### src/rtl/alu_pkg.sv
// rtl/alu_pkg.sv - shared ALU opcodes and response FSM encoding
// Used by alu, alu_arbiter and instruction_decoder.
package alu_pkg;

    localparam logic [2:0] OP_NOOP = 3'b000;
    localparam logic [2:0] OP_ILL  = 3'b001;
    localparam logic [2:0] OP_ADD  = 3'b010;
    localparam logic [2:0] OP_SUB  = 3'b011;
    localparam logic [2:0] OP_SHL  = 3'b100;
    localparam logic [2:0] OP_SHR  = 3'b101;
    localparam logic [2:0] OP_ADDI = 3'b110;
    localparam logic [2:0] OP_SUBI = 3'b111;

    // EMPTY: no response held; FULL: response register valid.
    typedef enum logic {
        ST_EMPTY = 1'b0,
        ST_FULL  = 1'b1
    } rsp_state_e;

    function automatic logic op_is_illegal(input logic [2:0] op);
        return op == OP_ILL;
    endfunction

endpackage

### src/rtl/alu.sv
// rtl/alu.sv - combinational 32-bit ALU (add, sub, logical shifts)
// Ports:
//   op_i     - ALU control code
//   src_a_i  - first operand
//   src_b_i  - second operand; bits [4:0] are the shift amount
//   result_o - result, 0 for NOOP and for the illegal code
//   err_o    - op_i is the illegal code
module alu
    import alu_pkg::*;
(
    input  logic [2:0]  op_i,
    input  logic [31:0] src_a_i,
    input  logic [31:0] src_b_i,
    output logic [31:0] result_o,
    output logic        err_o
);

    always_comb begin
        result_o = 32'd0;
        err_o    = op_is_illegal(op_i);
        case (op_i)
            OP_ADD, OP_ADDI: result_o = src_a_i + src_b_i;
            OP_SUB, OP_SUBI: result_o = src_a_i - src_b_i;
            OP_SHL:          result_o = src_a_i << src_b_i[4:0];
            OP_SHR:          result_o = src_a_i >> src_b_i[4:0];
            default:         result_o = 32'd0;
        endcase
    end

endmodule

### src/rtl/alu_arbiter.sv
// rtl/alu_arbiter.sv - two-requester arbiter in front of a shared ALU with a registered response
// Ports:
//   clk, rst_n               - clock, synchronous active-low reset
//   reqN_valid / reqN_ready  - requester N handshake (ready is combinational from the grant)
//   reqN_src_a/_b, reqN_op   - requester N operands and ALU code
//   rsp_valid / rsp_ready    - response handshake
//   rsp_result, rsp_id       - registered result and owning requester
//   rsp_err                  - response came from the illegal code
module alu_arbiter
    import alu_pkg::*;
#(
    parameter int RR_EN = 1
) (
    input  logic        clk,
    input  logic        rst_n,
    input  logic        req0_valid,
    output logic        req0_ready,
    input  logic [31:0] req0_src_a,
    input  logic [31:0] req0_src_b,
    input  logic [2:0]  req0_op,
    input  logic        req1_valid,
    output logic        req1_ready,
    input  logic [31:0] req1_src_a,
    input  logic [31:0] req1_src_b,
    input  logic [2:0]  req1_op,
    output logic        rsp_valid,
    input  logic        rsp_ready,
    output logic [31:0] rsp_result,
    output logic        rsp_id,
    output logic        rsp_err
);

    rsp_state_e  state_q, state_d;
    logic        last_grant_q;
    logic [31:0] rsp_result_q;
    logic        rsp_id_q;
    logic        rsp_err_q;

    logic        can_acc;
    logic        gnt_any;
    logic        gnt_id;
    logic        accept;
    logic [31:0] mux_a;
    logic [31:0] mux_b;
    logic [2:0]  mux_op;
    logic [31:0] alu_result;
    logic        alu_err;

    // On a tie, round-robin picks the requester not granted last;
    // fixed priority always picks requester 0. With one requester
    // valid, gnt_id simply points at it.
    always_comb begin
        gnt_any = req0_valid | req1_valid;
        if (req0_valid && req1_valid) begin
            gnt_id = (RR_EN != 0) ? ~last_grant_q : 1'b0;
        end else begin
            gnt_id = ~req0_valid;
        end
    end

    // rst_n gates accept so no ready is raised while in reset.
    assign can_acc    = !rsp_valid || rsp_ready;
    assign accept     = rst_n && can_acc && gnt_any;
    assign req0_ready = accept && !gnt_id;
    assign req1_ready = accept && gnt_id;

    assign mux_a  = gnt_id ? req1_src_a : req0_src_a;
    assign mux_b  = gnt_id ? req1_src_b : req0_src_b;
    assign mux_op = gnt_id ? req1_op    : req0_op;

    alu u_alu (
        .op_i     (mux_op),
        .src_a_i  (mux_a),
        .src_b_i  (mux_b),
        .result_o (alu_result),
        .err_o    (alu_err)
    );

    // FSM state register
    always_ff @(posedge clk) begin
        if (!rst_n) begin
            state_q <= ST_EMPTY;
        end else begin
            state_q <= state_d;
        end
    end

    // FSM next state
    always_comb begin
        state_d = state_q;
        case (state_q)
            ST_EMPTY: if (accept) state_d = ST_FULL;
            ST_FULL:  if (!accept && rsp_ready) state_d = ST_EMPTY;
            default:  state_d = ST_EMPTY;
        endcase
    end

    // FSM outputs
    always_comb begin
        rsp_valid = (state_q == ST_FULL);
    end

    // Response payload and grant history only move on an accepted transfer.
    always_ff @(posedge clk) begin
        if (!rst_n) begin
            rsp_result_q <= 32'd0;
            rsp_id_q     <= 1'b0;
            rsp_err_q    <= 1'b0;
            last_grant_q <= 1'b1;
        end else if (accept) begin
            rsp_result_q <= alu_result;
            rsp_id_q     <= gnt_id;
            rsp_err_q    <= alu_err;
            last_grant_q <= gnt_id;
        end
    end

    assign rsp_result = rsp_result_q;
    assign rsp_id     = rsp_id_q;
    assign rsp_err    = rsp_err_q;

endmodule

### config.mk
export PLATFORM = sky130hd
export DESIGN_NAME = alu_arbiter
export DESIGN_NICKNAME = d
export VERILOG_FILES = /design/src/rtl/alu_pkg.sv /design/src/rtl/alu.sv /design/src/rtl/alu_arbiter.sv
export SDC_FILE = /design/constraint.sdc
export NUM_CORES = 1
export LEC_CHECK = 0
export ABC_AREA = 1
export CAP_MARGIN = 25
export CORE_MARGIN = 2
export CORE_UTILIZATION = 47
export DETAILED_ROUTE_END_ITERATION = 8
export HOLD_SLACK_MARGIN = 0.05
export PLACE_DENSITY = 0.85
export SETUP_SLACK_MARGIN = 0.3
export SYNTH_ARGS = -nofsm -noshare
export SYNTH_HDL_FRONTEND = slang
export SYNTH_SLANG_ARGS = --single-unit
### constraint.sdc
create_clock -name clk -period 6.5 [get_ports clk]
set_input_delay 0.975 -clock clk [delete_from_list [all_inputs] [get_ports clk]]
set_output_delay 0.975 -clock clk [all_outputs]
set_load 0.1 [all_outputs]
==> results.md, run 1 <==
* Status: finished, final reports clean
* Grt total ovfl at 0
* Post-synth EDFFs at 0
* RSZ-0062 raised after global routing: false
* Worst VDD drop at 0.248 mV
* Clock Latency Late Sink at 0.28 ns
* Required time of the critical path at 6.68 ns
* Detail Placement HPWL at 32,100 µm
* Warnings, synthesis at 0
* First-pass GRT wire length at 61,600 µm
* Worst r2r path cells at 21
* Routed len/inst at 19.8 µm
* Clock-pin transition on the worst setup and hold timing paths at 0.06 ns
* Clk pwr share at 0.116
* Crit path arrival time at 5.71 ns
* Top post-synthesis cells by area: nand2_1, nand3_1, dfxtp_1, inv_1, a21oi_1
* Share of layout cells above drive strength 1 at 0.0500
* Sequential Power Share at 0.122
* GP Congestion at 1.09
* Int Pwr at 889 µW
* Max Fclk at 181 MHz
* CTS tree: built
* Final nets at 1,951
* Root Buffer Master: clkbuf_16
* FF-to-FF End: rsp_result[23]$_SDFFE_PN0P_
* Total power at 2.12 mW
* Post-CTS Setup Bufs at 0
* Top_reg_cell synth: dfxtp_1
* Hold Crit Start: rsp_result[7]$_SDFFE_PN0P_
* Vias/cell at 5.86
* Core area at 18,000 µm²
* Yosys cell types at 54
* Clk_skew at 0.00490 ns
* Area after DPL at 10,300 µm²
* Reg-to-reg critical path startpoint: last_grant_q$_SDFFE_PN1P_
* Worst path cell trace: clkdlybuf4s50_1, nand2_2, nand2_4, nand2_1, o21ai_1, buf_4, nand2_1, nand2_2, nand2_2, a21oi_4, nand2_2, xnor2_1, ha_1, a21o_1, a31oi_1, o21ai_0, a21oi_1, xor2_1, o211ai_1, nand2_1, nand2_1
* Clk sinks at 36
* Via Count at 11.8k
* Mapped cell area at 8590 µm²
* Post-synthesis sequential area ratio at 0.0839
* Synth top cells by count: nand2_1, nand3_1, inv_1
* Max-Cap Viols at 0
* Post-layout instance area at 10,500 µm²
* Combinational Power Share at 0.762
* Leak at 5.22 nW
* Net Sw Frac at 0.580
* Post-Route WL at 39,700 µm
* Hold Crit Endpoint: rsp_result[7]$_SDFFE_PN0P_
* Hold Violations, Final at 0
* Class of the most critical setup path: in -> reg
* Number of global-route vias before repair at 10.9k
* Cells after Synth at 1,660
* Maximum root-to-sink buffer count at 2
* Post-DRT Antenna Nets at 0
* CTS Buf Count at 5
* Synth-to-layout area growth at 22.0%
* Setup crit end kind: register
* Tcrit/Tclk final at 0.852
* PwrDens at 202 nW/µm²
* Largest net degree at the start of global routing at 68
* Hold depth at 2
* Starting Density at 0.478
* Die Ht at 139 µm
* Worst slew margin at 0.319
* Fillers at 1,898
* I/O pin cnt at 176
* Initial DRC Count at 1,452
* # port buffers at 175
* Die area at 19,400 µm²
* Reg2reg setup slack at 1.71 ns
* Ant. Diodes at 0
* Total track usage at 0.400
* Post-synth ARST share at 0
* Hold buffers post-CTS at 0
* CP startpoint kind: input pin
* Hold Path Class: reg -> reg
* Slowest cell on crit path: clkdlybuf4s50_1
* CP Max Fanout at 48
* Top cell type by total area after synthesis: nand2_1
* Psw at 1.23 mW
* H-Tree Level Count at 2
* Num rows at 49
* Seq cells post-synth at 36
* Mapped Nets at 1,832
* Worst-Margin Slew at 1.02 ns
* Syn_area_per_cell at 5.17 µm²
* Clock period minus worst slack at 5.54 ns
* Fin Setup TNS at 0 ns
* Die width at 139 µm
* PostCTS Resize Cnt at 0
* Most common cell in the netlist: nand2_1
* Yosys top cell area share at 0.253
* Antenna violations before repair at 0
* Final setup vio count at 0
* CP peak stage delay at 0.57 ns
* Final Slew Violations at 0
* Drt first pass iters at 6
* DRC viols at 0
-- placed cells by master (no fill, tap or decap), drive strengths merged, types with 4 or more instances in the layout --
master / count
dfxtp: 36
o21a: 6
a21oi: 98
o211ai: 11
xnor2: 5
nand3b: 13
nand2: 601
ha: 32
a21boi: 6
inv: 169
nor3: 12
clkbuf: 7
clkdlybuf4s50: 172
nand4: 20
o21ai: 79
nor2: 104
a31oi: 7
xor2: 33
nand3: 303
buf: 22
o21bai: 7
or2: 9
a21o: 4
-- sequential cells by signal (all words and copies together) (netlist names) --
name	count
rsp_err	1
rsp_valid	1
last_grant_q	1
rsp_result	32
rsp_id	1
-- cell type report --
type	count	area, µm²	share of cell area
tap	229	287	0.0274
multi-input combinational	1370	6790	0.648
clock buffer	7	143	0.0136
timing repair buffer	194	1880	0.180
inverter	172	647	0.0618
sequential	36	721	0.0688
clock inverter	1	7.51	0.000717
-- worst max path at each step --
stage	end	startpoint	slack (ns)
2_1_floorplan	req0_ready	req0_valid	2.28
3_3_place_gp	rsp_result[23]$_SDFFE_PN0P_	req1_valid	0.79
3_5_place_dp	rsp_result[23]$_SDFFE_PN0P_	req1_valid	0.79
4_1_cts	rsp_result[23]$_SDFFE_PN0P_	req1_valid	1.06
5_1_grt	rsp_result[27]$_SDFFE_PN0P_	req1_valid	0.70
6_report	rsp_result[23]$_SDFFE_PN0P_	req1_valid	0.96
-- stage by stage --
stage / util / hold slack (ns) / std cells / worst slack [ns]
floorplan: - / 0.528 / 1660 / 2.28
global placement: 0.575 / 0.452 / 2001 / 0.792
detailed placement: 0.575 / 0.455 / 2001 / 0.789
CTS: 0.583 / 0.464 / 2009 / 1.06
global route: 0.583 / 0.484 / 2009 / 0.701
finish: 0.583 / 0.463 / 2009 / 0.964
-- per-layer routing --
| layer | part of all wire | up-vias | GRT usage | wire length, µm |
|---|---|---|---|---|
| li1 | - | 5681 | - | - |
| met1 | 0.42 | 5328 | 0.544 | 16600 |
| met2 | 0.44 | 652 | 0.631 | 17300 |
| met3 | 0.10 | 111 | 0.0773 | 4030 |
| met4 | 0.045 | 0 | 0.144 | 1790 |
| met5 | 0 | - | 0 | 0 |
-- kinds of logic after synthesis --
kind of cell    synth area share
simple gates               0.544
buf+inv                    0.127
compound gates             0.156
xor+xnor                  0.0388
flops                     0.0839
fa+ha+maj                 0.0490
mux                      0.00117
-- power groups by stage --
| stage | sequential (mW) | clock, mW | combinational, mW |
|---|---|---|---|
| 3_5_place_dp | 0.263 | 0 | 1.56 |
| 3_3_place_gp | 0.263 | 0 | 1.56 |
| 4_1_cts | 0.259 | 0.243 | 1.57 |
| 5_1_grt | 0.262 | 0.253 | 1.75 |
| 2_1_floorplan | 0.435 | 0 | 0.917 |
| 6_report | 0.259 | 0.246 | 1.61 |
-- critical path, delay by kind of cell --
family,cells,cell delay [ns]
buffers and inverters,2,0.85
AO/OA/AOI/OAI,7,1.26
XOR/XNOR,2,0.48
adder cells (fa/ha/maj),1,0.38
AND/OR/NAND/NOR,9,1.72
(Power assumes the default switching activity.)
==> run 2: changes to the inputs <==
- ABC_AREA: 1 -> default
- PLACE_DENSITY: 0.85 -> 0.83
==> results.md, run 2 <==
* Status: finished, final reports clean
* Clk_skew at 0.00808 ns (+0.00317 ns)
* Worst-Margin Slew at 1.07 ns (+0.0555 ns)
* Met1 Use GR at 0.647 (+0.102)
* Synth-to-layout area growth at 20.0%
* Hold Crit Endpoint: rsp_result[3]$_SDFFE_PN0P_
* Hold depth at 2 (unchanged)
* GP Congestion at 1.05 (-3.2%)
* Root Buffer Master: clkbuf_16
* Crit path arrival time at 5.73 ns (+0.02 ns)
* DP Cell Count at 1,828 (-8.6%)
* Layout Cells excl Fill at 1,836 (-8.6%)
* Hold Path Class: reg -> reg
* Post-synthesis sequential area ratio at 0.0715 (-0.0125)
* DRC viols at 0 (unchanged)
* Detail Placement HPWL at 40,300 µm (+26%)
* Yosys top cell area share at 0.164 (-0.0893)
* Tcrit/Tclk final at 0.858 (+0.00663)
* Met3 Resource Use GR at 0.0806 (+0.00326)
* Mapped Nets at 1,633 (-11%)
* H-Tree Level Count at 2 (unchanged)
* Top_reg_cell synth: dfxtp_1
* Synth top cells by count: nand2_1, mux2i_1, o21ai_0
* CP startpoint kind: input pin
* Final Slew Violations at 0 (unchanged)
* Sequential Power Share at 0.117 (-0.005)
* Most frequent cells in the layout: nand2_1, clkdlybuf4s50_1, mux2i_1
* Final Core Density at 0.576 (-0.00739)
* CP Max Fanout at 23 (-52%)
* Setup crit end kind: register
* Post-synth EDFFs at 0 (unchanged)
* Die width at 150 µm (+8.1%)
* Top post-synthesis cells by area: mux2i_1, dfxtp_1, nand2_1, o21ai_0, a21oi_1
* CTS Buf Count at 5 (unchanged)
* First-pass GRT wire length at 74,300 µm (+21%)
* Warnings, synthesis at 0 (unchanged)
* Cells after Synth at 1,461 (-12%)
* Pre-CTS setup slack at 0.789 ns (+0.000826 ns)
* Vias/cell at 7.12 (+21%)
* Starting Density at 0.480 (+0.00177)
* Via Count at 13.1k (+11%)
* Total track usage at 0.438 (+0.0379)
* Clk pwr share at 0.122 (+0.006)
* Die area at 22,600 µm² (+17%)
* Area after DPL at 11,900 µm² (+16%)
* Class of the most critical setup path: in -> reg
* Commonest non-fill, non-tap cell in the layout: nand2_1
* Combinational Power Share at 0.762 (about the same)
* Antenna violations before repair at 1 (+1)
* Required time of the critical path at 6.65 ns (-0.03 ns)
* Routed len/inst at 27.6 µm (+40%)
* Initial DRC Count at 1,926 (+33%)
* Maximum root-to-sink buffer count at 2 (unchanged)
* Most common cell in the netlist: nand2_1
* Fin Setup TNS at 0 ns (unchanged)
* Share of layout cells above drive strength 1 at 0.0814 (+0.0314)
* Max Fclk at 179 MHz (-0.77%)
* Core area at 21,000 µm² (+17%)
* Max-Cap Viols at 0 (unchanged)
* Largest register FFs at 32 (unchanged)
* Post-synth ARST share at 0 (unchanged)
* Post-layout instance area at 12,100 µm² (+16%)
* Grt total ovfl at 0 (unchanged)
* # port buffers at 175 (unchanged)
* Post-Route WL at 50,700 µm (+28%)
* Worst VDD drop at 0.116 mV (-53%)
* Most Used Layer, Global Route: met1
* Drt first pass iters at 6 (unchanged)
* Seq cells post-synth at 36 (unchanged)
* RSZ-0062 raised after global routing: false
* CTS tree: built
* Number of global-route vias before repair at 11.7k (+7.6%)
* Syn_area_per_cell at 6.90 µm² (+33%)
* Hold buffers post-CTS at 0 (unchanged)
* Final setup slack of the worst path at 0.921 ns (-0.0431 ns)
* Grt met2 use at 0.599 (-0.0320)
* Top cell type by total area after synthesis: mux2i_1
* FF-to-FF End: rsp_result[28]$_SDFFE_PN0P_
* Fillers at 2,012 (+6.0%)
* Worst slew margin at 0.284 (-0.0349)
* Worst hold margin at 0.476 ns (+0.0126 ns)
* PostCTS Resize Cnt at 0 (unchanged)
* Largest net degree at the start of global routing at 115 (+69%)
* Ant. Diodes at 0 (unchanged)
* Final setup vio count at 0 (unchanged)
* Worst r2r path cells at 15 (-29%)
* PwrDens at 188 nW/µm² (-7.1%)
* Num rows at 53 (+8.2%)
* Psw at 1.27 mW (+3.0%)
* Reg-to-reg critical path startpoint: last_grant_q$_SDFFE_PN1P_
* Clk sinks at 36 (unchanged)
* Yosys cell types at 84 (+56%)
* Post-DRT Antenna Nets at 0 (unchanged)
* Hold Violations, Final at 0 (unchanged)
* Hold Crit Start: rsp_result[3]$_SDFFE_PN0P_
* Post-CTS Setup Bufs at 0 (unchanged)
* Final nets at 1,732 (-11%)
* Leak at 4.84 nW (-7.2%)
* Int Pwr at 1.01 mW (+13%)
* Clock-pin transition on the worst setup and hold timing paths at 0.05 ns (about the same)
* Total power at 2.27 mW (+7.3%)
* Die Ht at 150 µm (+8.1%)
* Reg2reg setup slack at 1.49 ns (-0.22 ns)
* Mapped cell area at 10,100 µm² (+17%)
* I/O pin cnt at 176 (unchanged)
* Clock period minus worst slack at 5.58 ns (+0.0431 ns)
* Clock Latency Late Sink at 0.28 ns (about the same)
* Net Sw Frac at 0.557 (-0.0235)
## run 2: worst max path at each step
stage / startpoint / to / slack (ns)
after floorplan: req0_src_b[8] / rsp_result[30]$_SDFFE_PN0P_ / 1.65
after global placement: req1_valid / rsp_result[28]$_SDFFE_PN0P_ / 0.82
after detailed placement: req1_valid / rsp_result[28]$_SDFFE_PN0P_ / 0.79
after CTS: req1_valid / rsp_result[28]$_SDFFE_PN0P_ / 1.06
after global routing: req1_valid / rsp_result[29]$_SDFFE_PN0P_ / 0.68
final: req1_valid / rsp_result[28]$_SDFFE_PN0P_ / 0.92
## run 2: power by group through the flow
stage | sequential [mW] | combinational (mW) | clock [mW]
after global routing | 0.268 | 1.81 | 0.286
after global placement | 0.268 | 1.66 | 0
final | 0.266 | 1.73 | 0.276
after CTS | 0.265 | 1.66 | 0.274
after floorplan | 0.451 | 0.912 | 0
after detailed placement | 0.269 | 1.65 | 0
## run 2: layout make-up
class                   instances  area (µm²)  share of cell area
multi-input cells            1291        8770               0.725
inverters                      14        52.6             0.00434
repair buffers                212        2050               0.169
well taps                     275         344              0.0284
flip-flops and latches         36         721              0.0595
clock inverters                 2        35.0             0.00289
clock buffers                   6         129              0.0106
## run 2: worst max-delay path: stages
cell and delay, ns:
clkdlybuf4s50_1 0.48, nand2b_2 0.43, nand2_2 0.23, or4_4 0.61, a22oi_1 0.31, nor4b_4 0.40
a21oi_1 0.15, xor2_1 0.20, ha_1 0.45, a21o_1 0.22, a21oi_1 0.31, o21ai_0 0.12
a21oi_1 0.17, o21ai_0 0.15, xnor2_1 0.37, o21ai_0 0.14
## run 2: metal layers
| metal | share of wire | vias up |
|---|---|---|
| met5 | 0 | - |
| met4 | 0.060 | 0 |
| met2 | 0.39 | 1067 |
| met1 | 0.42 | 6100 |
| li1 | - | 5759 |
| met3 | 0.13 | 144 |
## run 2: cell families (layout without fill, tap and decap cells)
kind of cell | Yosys count | after routing | share of synthesized area
muxes | 213 | 213 | 0.222
xor gates and xnor gates | 53 | 53 | 0.0468
AOI/OAI and AO/OA | 496 | 496 | 0.319
DFF | 36 | 36 | 0.0715
and+or+nand+nor | 496 | 496 | 0.239
adders and majority gates | 33 | 33 | 0.0417
buffers and inverters | 134 | 234 | 0.0605
==> run 3: changes to the inputs <==
- PLACE_DENSITY: 0.83 -> 0.72
==> results.md, run 3 (same netlist as run 2, synthesis figures left out) <==
* Met3 Resource Use GR at 0.128 (+0.0470)
* Class of the most critical setup path: in -> reg
* Reg-to-reg critical path startpoint: last_grant_q$_SDFFE_PN1P_
* Worst-Margin Slew at 1.05 ns (-0.0196 ns)
* Largest register FFs at 32 (unchanged)
* Final nets at 1,730 (-0.12%)
* Reg2reg setup slack at 1.81 ns (+0.32 ns)
* Max-Cap Viols at 0 (unchanged)
* FF-to-FF End: rsp_result[28]$_SDFFE_PN0P_
* H-Tree Level Count at 2 (unchanged)
* Post-layout instance area at 12,000 µm² (-0.46%)
* Fin Setup TNS at 0 ns (unchanged)
* I/O pin cnt at 176 (unchanged)
* Post-CTS Setup Bufs at 0 (unchanged)
* Commonest non-fill, non-tap cell in the layout: nand2_1
* Net Sw Frac at 0.566 (+0.00900)
* RSZ-0062 raised after global routing: false
* Leak at 4.82 nW (-0.47%)
* Int Pwr at 964 µW (-4.3%)
* Worst r2r path cells at 15 (unchanged)
* Worst path cell trace: clkdlybuf4s50_1, or4_4, or2_0, or4_4, a22oi_1, a21oi_1, xor2_1, ha_1, a21oi_1, nand2_1, a21oi_1, nand2_1, a21oi_1, o21ai_0, xnor2_1, o21ai_0
* Required time of the critical path at 6.70 ns (+0.05 ns)
* Synth-to-layout area growth at 19.5%
* Tcrit/Tclk final at 0.847 (-0.0114)
* Area after DPL at 11,900 µm² (-0.29%)
* Die Ht at 150 µm (unchanged)
* Combinational Power Share at 0.774 (+0.012)
* Critical path buffer and inverter count at 1 (unchanged)
* Final Slew Violations at 0 (unchanged)
* PwrDens at 184 nW/µm² (-1.8%)
* CP peak stage delay at 0.54 ns (-0.07 ns)
* Total track usage at 0.435 (-0.00337)
* Psw at 1.26 mW (-0.70%)
* Clock-pin transition on the worst setup and hold timing paths at 0.06 ns (about the same)
* Final setup vio count at 0 (unchanged)
* Post-Route WL at 50,100 µm (-1.4%)
* Worst slew margin at 0.295 (+0.0108)
* Starting Density at 0.480 (unchanged)
* Post-DRT Antenna Nets at 0 (unchanged)
* Clk pwr share at 0.107 (-0.015)
* Most frequent cell on the critical path: a21oi_1
* Critical path origin: req0_src_b[8]
* GP Congestion at 1.08 (+2.4%)
* Ant. Diodes at 0 (unchanged)
* Worst VDD drop at 0.0952 mV (-18%)
* First-pass GRT wire length at 74,200 µm (-0.12%)
* Die area at 22,600 µm² (unchanged)
* Largest net degree at the start of global routing at 64 (-44%)
* DRC viols at 0 (unchanged)
* Clock Latency Late Sink at 0.28 ns (about the same)
* Grt total ovfl at 0 (unchanged)
* Most frequent cells in the layout: nand2_1, clkdlybuf4s50_1, mux2i_1
* Layout Cells excl Fill at 1,834 (-0.11%)
* Via Count at 13.0k (-0.31%)
* Clk sinks at 36 (unchanged)
* Antenna violations before repair at 1 (unchanged)
* Slowest cell on crit path: or4_4
* CTS tree: built
* CP startpoint kind: input pin
* Grt met2 use at 0.584 (-0.0150)
* Hold Crit Endpoint: rsp_result[7]$_SDFFE_PN0P_
* Total power at 2.22 mW (-2.3%)
* Routed len/inst at 27.3 µm (-1.3%)
* Core area at 21,000 µm² (unchanged)
* Most Used Layer, Global Route: met1
* Drt first pass iters at 6 (unchanged)
* Crit path arrival time at 5.70 ns (-0.03 ns)
* Hold Violations, Final at 0 (unchanged)
* CP Max Fanout at 6 (-74%)
* Hold Path Class: reg -> reg
* CTS Buf Count at 5 (unchanged)
* Initial DRC Count at 2,051 (+6.5%)
* # port buffers at 175 (unchanged)
* Hold Crit Start: rsp_result[7]$_SDFFE_PN0P_
* Clk_skew at 0.00525 ns (-0.00283 ns)
* Clock period minus worst slack at 5.51 ns (-0.0741 ns)
* Vias/cell at 7.10 (-0.20%)
* Sequential Power Share at 0.119 (+0.002)
* Num rows at 53 (unchanged)
* Status: finished, final reports clean
* Root Buffer Master: clkbuf_16
* Delay-heaviest family, CP: compound AO/OA/AOI/OAI gates
* Share of layout cells above drive strength 1 at 0.0808 (-0.000537)
* Final Core Density at 0.573 (-0.00262)
* Max Fclk at 182 MHz (+1.3%)
* DP Cell Count at 1,826 (-0.11%)
* PostCTS Resize Cnt at 0 (unchanged)
* Met1 Use GR at 0.618 (-0.0281)
* Maximum root-to-sink buffer count at 2 (unchanged)
* Detail Placement HPWL at 40,400 µm (+0.11%)
* Die width at 150 µm (unchanged)
* Hold depth at 2 (unchanged)
* Number of global-route vias before repair at 11.9k (+1.0%)
* Setup crit end kind: register
* Hold buffers post-CTS at 0 (unchanged)
[run 3: power groups by stage]
stage | Clock [mW] | Combinational, mW | Sequential, mW
after global placement | 0 | 1.65 | 0.268
after floorplan | 0 | 0.912 | 0.451
final | 0.237 | 1.72 | 0.264
after CTS | 0.236 | 1.65 | 0.264
after global routing | 0.246 | 1.80 | 0.266
after detailed placement | 0 | 1.65 | 0.268
[run 3: cell type report]
type,count,area [µm²]
repair buffers,210,2010
clock buffers,5,125
well taps,275,344
inverters,14,52.6
clock inverters,3,18.8
flip-flops and latches,36,721
fillers,2036,8970
multi-input cells,1291,8780
[run 3: per-layer routing]
metal,wire length (µm),share of wire
met5,0,0
met4,3040,0.061
met3,6990,0.14
met2,19300,0.39
met1,20700,0.41
[run 3: tightest hold or removal path: stages (launching register included)]
cell,delay (ns)
dfxtp_1,0.31
nand3_1,0.06
o21ai_1,0.06
[run 3: stage by stage]
stage | hold slack, ns | setup slack (ns)
global placement | 0.448 | 0.823
detailed placement | 0.463 | 0.814
CTS | 0.477 | 1.09
floorplan | 0.491 | 1.65
global route | 0.501 | 0.704
finish | 0.470 | 0.995
[run 3: worst max-delay path by stage]
| stage | to | slack (ns) | depth (start not counted) |
|---|---|---|---|
| after floorplan | rsp_result[30]$_SDFFE_PN0P_ | 1.65 | 16 |
| after global placement | rsp_result[30]$_SDFFE_PN0P_ | 0.82 | 16 |
| after detailed placement | rsp_result[30]$_SDFFE_PN0P_ | 0.81 | 16 |
| after CTS | rsp_result[30]$_SDFFE_PN0P_ | 1.09 | 16 |
| after global routing | rsp_result[30]$_SDFFE_PN0P_ | 0.70 | 16 |
| final | rsp_result[28]$_SDFFE_PN0P_ | 0.99 | 16 |
